$ cat src/rtl/ms_controller.sv
// Multi-step datapath controller: IDLE/T1/T2/T3 sequencer with IR decode.
// Optional illegal-instruction flag output Err when MS_CTRL_ERR_EN is defined.
module ms_controller #(
    parameter int NREG = 8
) (
    input  logic            CLKb,
    input  logic            RSTb,
    input  logic            Exec,
    input  logic [9:0]      INSTR,
    output logic [NREG-1:0] Rin,
    output logic [NREG-1:0] Rout,
    output logic            ExtLoad,
    output logic            Ain,
    output logic            Gin,
    output logic            Gout,
    output logic [2:0]      ALUControl,
    output logic            Busy,
    output logic            Done
`ifdef MS_CTRL_ERR_EN
    ,
    output logic            Err
`endif
);

    typedef enum logic [1:0] {IDLE, T1, T2, T3} state_t;

    localparam logic [3:0] NLIM = 4'(NREG);

    state_t     state;
    logic [9:0] ir;
    logic [3:0] op;
    logic [2:0] rx, ry;
    logic       uses_ry, illegal;
    logic       is_load, is_mov, is_inv, is_bin;
    logic [2:0] alu_op;

    assign op = ir[9:6];
    assign rx = ir[5:3];
    assign ry = ir[2:0];

    function automatic logic [NREG-1:0] sel(input logic [2:0] idx);
        sel = NREG'(1) << idx;
    endfunction

    // Classify the held instruction; out-of-range registers make it illegal.
    always_comb begin
        uses_ry = !op[3] && (op != 4'b0000);
        illegal = op[3] || ({1'b0, rx} >= NLIM)
                  || (uses_ry && ({1'b0, ry} >= NLIM));
        is_load = !illegal && (op == 4'b0000);
        is_mov  = !illegal && (op == 4'b0001);
        is_inv  = !illegal && (op == 4'b0100);
        is_bin  = !illegal && !is_load && !is_mov && !is_inv;
        unique case (op)
            4'b0011: alu_op = 3'b001;
            4'b0101: alu_op = 3'b011;
            4'b0110: alu_op = 3'b100;
            4'b0111: alu_op = 3'b101;
            default: alu_op = 3'b000;
        endcase
    end

    // Sequencer: accept in IDLE, step through the per-opcode phase count.
    always_ff @(posedge CLKb or negedge RSTb) begin
        if (!RSTb) begin
            state <= IDLE;
            ir    <= '0;
        end else begin
            unique case (state)
                IDLE: if (Exec) begin
                    ir    <= INSTR;
                    state <= T1;
                end
                T1: state <= (is_inv || is_bin) ? T2 : IDLE;
                T2: state <= is_bin ? T3 : IDLE;
                T3: state <= IDLE;
                default: state <= IDLE;
            endcase
        end
    end

    // Moore decode of state and IR into datapath enables.
    always_comb begin
        Rin        = '0;
        Rout       = '0;
        ExtLoad    = 1'b0;
        Ain        = 1'b0;
        Gin        = 1'b0;
        Gout       = 1'b0;
        ALUControl = 3'b000;
        Done       = 1'b0;
        Busy       = (state != IDLE);
        unique case (state)
            T1: begin
                unique case (1'b1)
                    illegal: Done = 1'b1;
                    is_load: begin
                        ExtLoad = 1'b1;
                        Rin     = sel(rx);
                        Done    = 1'b1;
                    end
                    is_mov: begin
                        Rout = sel(ry);
                        Rin  = sel(rx);
                        Done = 1'b1;
                    end
                    is_inv: begin
                        Rout       = sel(ry);
                        Gin        = 1'b1;
                        ALUControl = 3'b010;
                    end
                    is_bin: begin
                        Rout = sel(rx);
                        Ain  = 1'b1;
                    end
                    default: ;
                endcase
            end
            T2: begin
                if (is_inv) begin
                    Gout = 1'b1;
                    Rin  = sel(rx);
                    Done = 1'b1;
                end else if (is_bin) begin
                    Rout       = sel(ry);
                    Gin        = 1'b1;
                    ALUControl = alu_op;
                end
            end
            T3: begin
                if (is_bin) begin
                    Gout = 1'b1;
                    Rin  = sel(rx);
                    Done = 1'b1;
                end
            end
            default: ;
        endcase
    end

`ifdef MS_CTRL_ERR_EN
    assign Err = (state == T1) && illegal;
`endif

endmodule

$ cat config.mk
export PLATFORM = sky130hd
export DESIGN_NAME = ms_controller
export DESIGN_NICKNAME = d
export VERILOG_FILES = /design/src/rtl/ms_controller.sv
export SDC_FILE = /design/constraint.sdc
export NUM_CORES = 1
export LEC_CHECK = 0
export BUFFER_PORTS_ARGS = -buffer_cell sky130_fd_sc_hd__buf_2
export CAP_MARGIN = 10
export CORE_MARGIN = 10
export CORE_UTILIZATION = 40
export CTS_CLUSTER_SIZE = 20
export DETAILED_ROUTE_END_ITERATION = 12
export HOLD_SLACK_MARGIN = 0.1
export PLACE_DENSITY = 0.76
export SYNTH_ARGS = -nofsm -noshare
export SYNTH_HDL_FRONTEND = slang
export SYNTH_SLANG_ARGS = --single-unit
$ cat constraint.sdc
create_clock -name CLKb -period 2.2 [get_ports CLKb]
set_input_delay 0.22 -clock CLKb [delete_from_list [all_inputs] [get_ports CLKb]]
set_output_delay 0.22 -clock CLKb [all_outputs]
set_load 0.005 [all_outputs]
==> summary by stage <==
Status
The flow ran to the end, but the final reports show violations. The final reports fail on setup timing.

Pwr
Dividing total power by cell area gives a power density of 1400 nW/µm². The leakage component of the power is 0.663 nW. The worst supply voltage drop on vdd is 0.000727 V. The overall power after layout is 2.03 mW.

Layout
The number of nets in the layout is 185. Compared with the post-synthesis result, the final layout area differs by 45.6%. The repair_antennas step left the layout with diodes totalling 0.

The share of the core filled with cells in the final layout is 0.598. After filler insertion, the fill cell instance count of the layout stands at 189. The share of final-layout standard cells stronger than drive strength 1 is 0.524.

GRT
The number of antenna violations at the first check in global routing was 0. The remaining global-route overflow is 0. The largest net degree at the start of global routing is 13.

The first global-routing pass estimated 5190 µm of wire. The number of global-route vias before repair came to 1078. Across every metal layer, demand over resource in global routing totals 0.123.

STA
Setup repair after global routing could not meet its margin everywhere. The final hold violation count is 0. The worst path setup slack after routing is -0.122 ns. The final period demand of the worst path is 2.32 ns.

Headroom to the max-slew limit came out at 0.733. The final clock period utilization by the worst path is 1.06. The number of setup violations in the final report is 8. On the final layout, the worst clock skew is 0.00289 ns.

Timing would allow up to 431 MHz. The actual transition at the worst max-transition pin is 0.400 ns. The final-report max-slew violation count is 0.

Synth
Averaged over all synthesized cells, the footprint is 8.76 µm². In the synthesized netlist the async set-or-reset flop fraction comes to 1.00. The flip-flop and latch count after synthesis is 12. By area the synthesized netlist is led by sky130_fd_sc_hd__dfrtp_1 30%, sky130_fd_sc_hd__mux2_2 11%, sky130_fd_sc_hd__ha_1 6.3%. Summed over all instances, the cell type with the most area after synthesis is sky130_fd_sc_hd__dfrtp_1. The cell count after synthesis is 114. The net count after synthesis is 132. The share of synthesized area in the top cell type comes to 0.301. Summing every instance area after synthesis gives 998 µm². The most used flip-flop cell after synthesis is sky130_fd_sc_hd__dfrtp_1. The count of flip-flops with a built-in enable after synthesis is 0. The most instantiated library cell after synthesis is sky130_fd_sc_hd__nor2_1.

The sequential-to-total area share from yosys stat is 0.301. The Yosys step of the flow raised 0 warnings. Synthesis instantiated 34 different standard cells from the library. The commonest cells after synthesis are 16 x sky130_fd_sc_hd__nor2_1, 12 x sky130_fd_sc_hd__dfrtp_1, 10 x sky130_fd_sc_hd__mux2_2, 10 x sky130_fd_sc_hd__nand2_1, 6 x sky130_fd_sc_hd__nor3_1.

Routing
The number of iterations in the first detailed-routing pass is 4. The routed via count is 1137. After detailed routing, the number of vias per cell comes to 5.80. The number of remaining DRC errors is 0. In this run the remaining antenna-violating nets after routing total 0. The number of DRC violations after detailed-routing iteration 0 is 166. For this block, the routed nets add up to 3230 µm of wire. In the final routed layout, each cell accounts on average for 16.5 µm.

Critical path
STA puts the critical path data required time at 1.98 ns. Along the worst path, the maximum fanout reaches 4. STA classifies the critical path endpoint as an output pin. The worst setup path is launched from a register. The arrival time of the worst setup path is 2.10 ns. In this run the worst setup path begins at state[1]$_DFFE_PN0P_.

The path type of the worst setup path is register to output pin. The worst flop-to-flop path startpoint is state[0]$_DFFE_PN0P_.

Clock tree
The cell chosen for the clock root is sky130_fd_sc_hd__clkbuf_4. No sink is reached through more buffers than the 2 on the longest clock path. TritonCTS built the clock tree.

Clock-pin slew was measured on the worst setup and hold paths at 0.07 ns. CTS built an H-tree with a depth of 1. For this design, the sink count on the clock tree is 12. The CTS buffer count is 3.

The source-to-sink clock delay at the later pin of the worst-skew pair is 0.26 ns.

Die
The initial utilization of the core area, before any placement, comes to 0.410. The overall die height is 70.0 µm. The floorplan row count is 18. The core box area is 2430 µm². 38 I/O pins were placed. The total die area is 4890 µm². The die is 70.0 µm wide.

Place
The HPWL after detailed placement is 2270 µm. The weighted congestion at the end of routability-driven global placement is 0.794. The number of port buffers is 37.

Min path
The class of the most critical hold timing path is input pin to register. The startpoint of the tightest hold check path is INSTR[2].

Run
Across the run, the number of max-cap violations was 0.
critical path: stages, from the launching register on:
cell and delay [ns]:
sky130_fd_sc_hd__dfrtp_1 0.42, sky130_fd_sc_hd__inv_2 0.10, sky130_fd_sc_hd__ha_4 0.14, sky130_fd_sc_hd__and4bb_2 0.26
sky130_fd_sc_hd__nor4_2 0.06, sky130_fd_sc_hd__or4b_4 0.54, sky130_fd_sc_hd__o31ai_4 0.18, sky130_fd_sc_hd__buf_2 0.15
state kept, by name (all words and copies together) (netlist names):
register  flops
ir           10
state         2
metrics by stage:
step                      setup TNS [ns]  cell area (µm²)  setup slack, ns  std cells  hold slack [ns]
final                             -0.642             1450           -0.122        196            0.182
after global routing               -1.43             1450           -0.219        196            0.174
after CTS                         -0.374             1370          -0.0970        192            0.173
after detailed placement               0             1250            0.121        183            0.108
after global placement                 0             1250            0.187        183           0.0990
after floorplan                        0              998            0.258        114          -0.0756
final cells by class:
class                   count  area [µm²]  area share
well taps                  30        37.5      0.0258
clock buffers               4        36.3      0.0250
inverters                   5        21.3      0.0146
flip-flops and latches     12         302       0.207
repair buffers             53         315       0.217
multi-input cells          92         742       0.510
final timing paths:
| check | endpoint | slack, ns | cells past startpoint |
|---|---|---|---|
| min in group asynchronous | ir[0]$_DFFE_PN0P_ | 0.36 | 2 |
| worst min-delay path | ir[2]$_DFFE_PN0P_ | 0.18 | 2 |
| worst min register to register | ir[2]$_DFFE_PN0P_ | 0.56 | 1 |
| max in group asynchronous | state[0]$_DFFE_PN0P_ | 1.60 | 2 |
| worst max-delay path | Rout[0] | -0.12 | 7 |
| worst max register to register | ir[0]$_DFFE_PN0P_ | 0.58 | 5 |
cell usage in the layout (no fill, tap or decap), types with 3 or more instances in the layout:
cell and instances:
sky130_fd_sc_hd__inv_1 3, sky130_fd_sc_hd__nor3_1 5, sky130_fd_sc_hd__buf_4 13, sky130_fd_sc_hd__buf_2 37
sky130_fd_sc_hd__o21ai_0 3, sky130_fd_sc_hd__and4bb_2 3, sky130_fd_sc_hd__mux2_2 10, sky130_fd_sc_hd__ha_4 3
sky130_fd_sc_hd__nor2_1 14, sky130_fd_sc_hd__clkbuf_4 3, sky130_fd_sc_hd__nand2_1 9, sky130_fd_sc_hd__nand2b_1 3
sky130_fd_sc_hd__o2bb2ai_1 4, sky130_fd_sc_hd__dfrtp_1 11, sky130_fd_sc_hd__nand3_1 4
report_power, final:
part           switching (mW)  internal, mW  total, mW
Clock                  0.0684         0.100      0.169
Sequential              0.244         0.335      0.579
Combinational           0.644         0.636       1.28
layer usage:
metal	global-route usage	vias up	routed length, µm
li1	-	525	-
met1	0.135	550	1250
met3	0.0268	10	197
met4	0.0680	0	73
met2	0.212	52	1710
met5	0	-	0
what timing repair did:
item | CTS | global route
pin swaps | 4 | 2
hold buffers | 1 | 0
setup endpoints to repair | 8 | 16
gates resized for setup | 10 | 12
cloned | 0 | 0
buffers inserted | 4 | 4
hold endpoints to repair | 12 | 0
kinds of logic (layout without fill, tap and decap cells):
logic type,after synthesis,count (layout),synth area share
AOI/OAI and AO/OA,21,21,0.174
and+or+nand+nor,55,55,0.298
buffers and inverters,10,62,0.0414
DFF,12,12,0.301
adders and majority gates,5,5,0.0627
muxes,11,11,0.123
No activity file was read; power rests on OpenSTA's default activity.
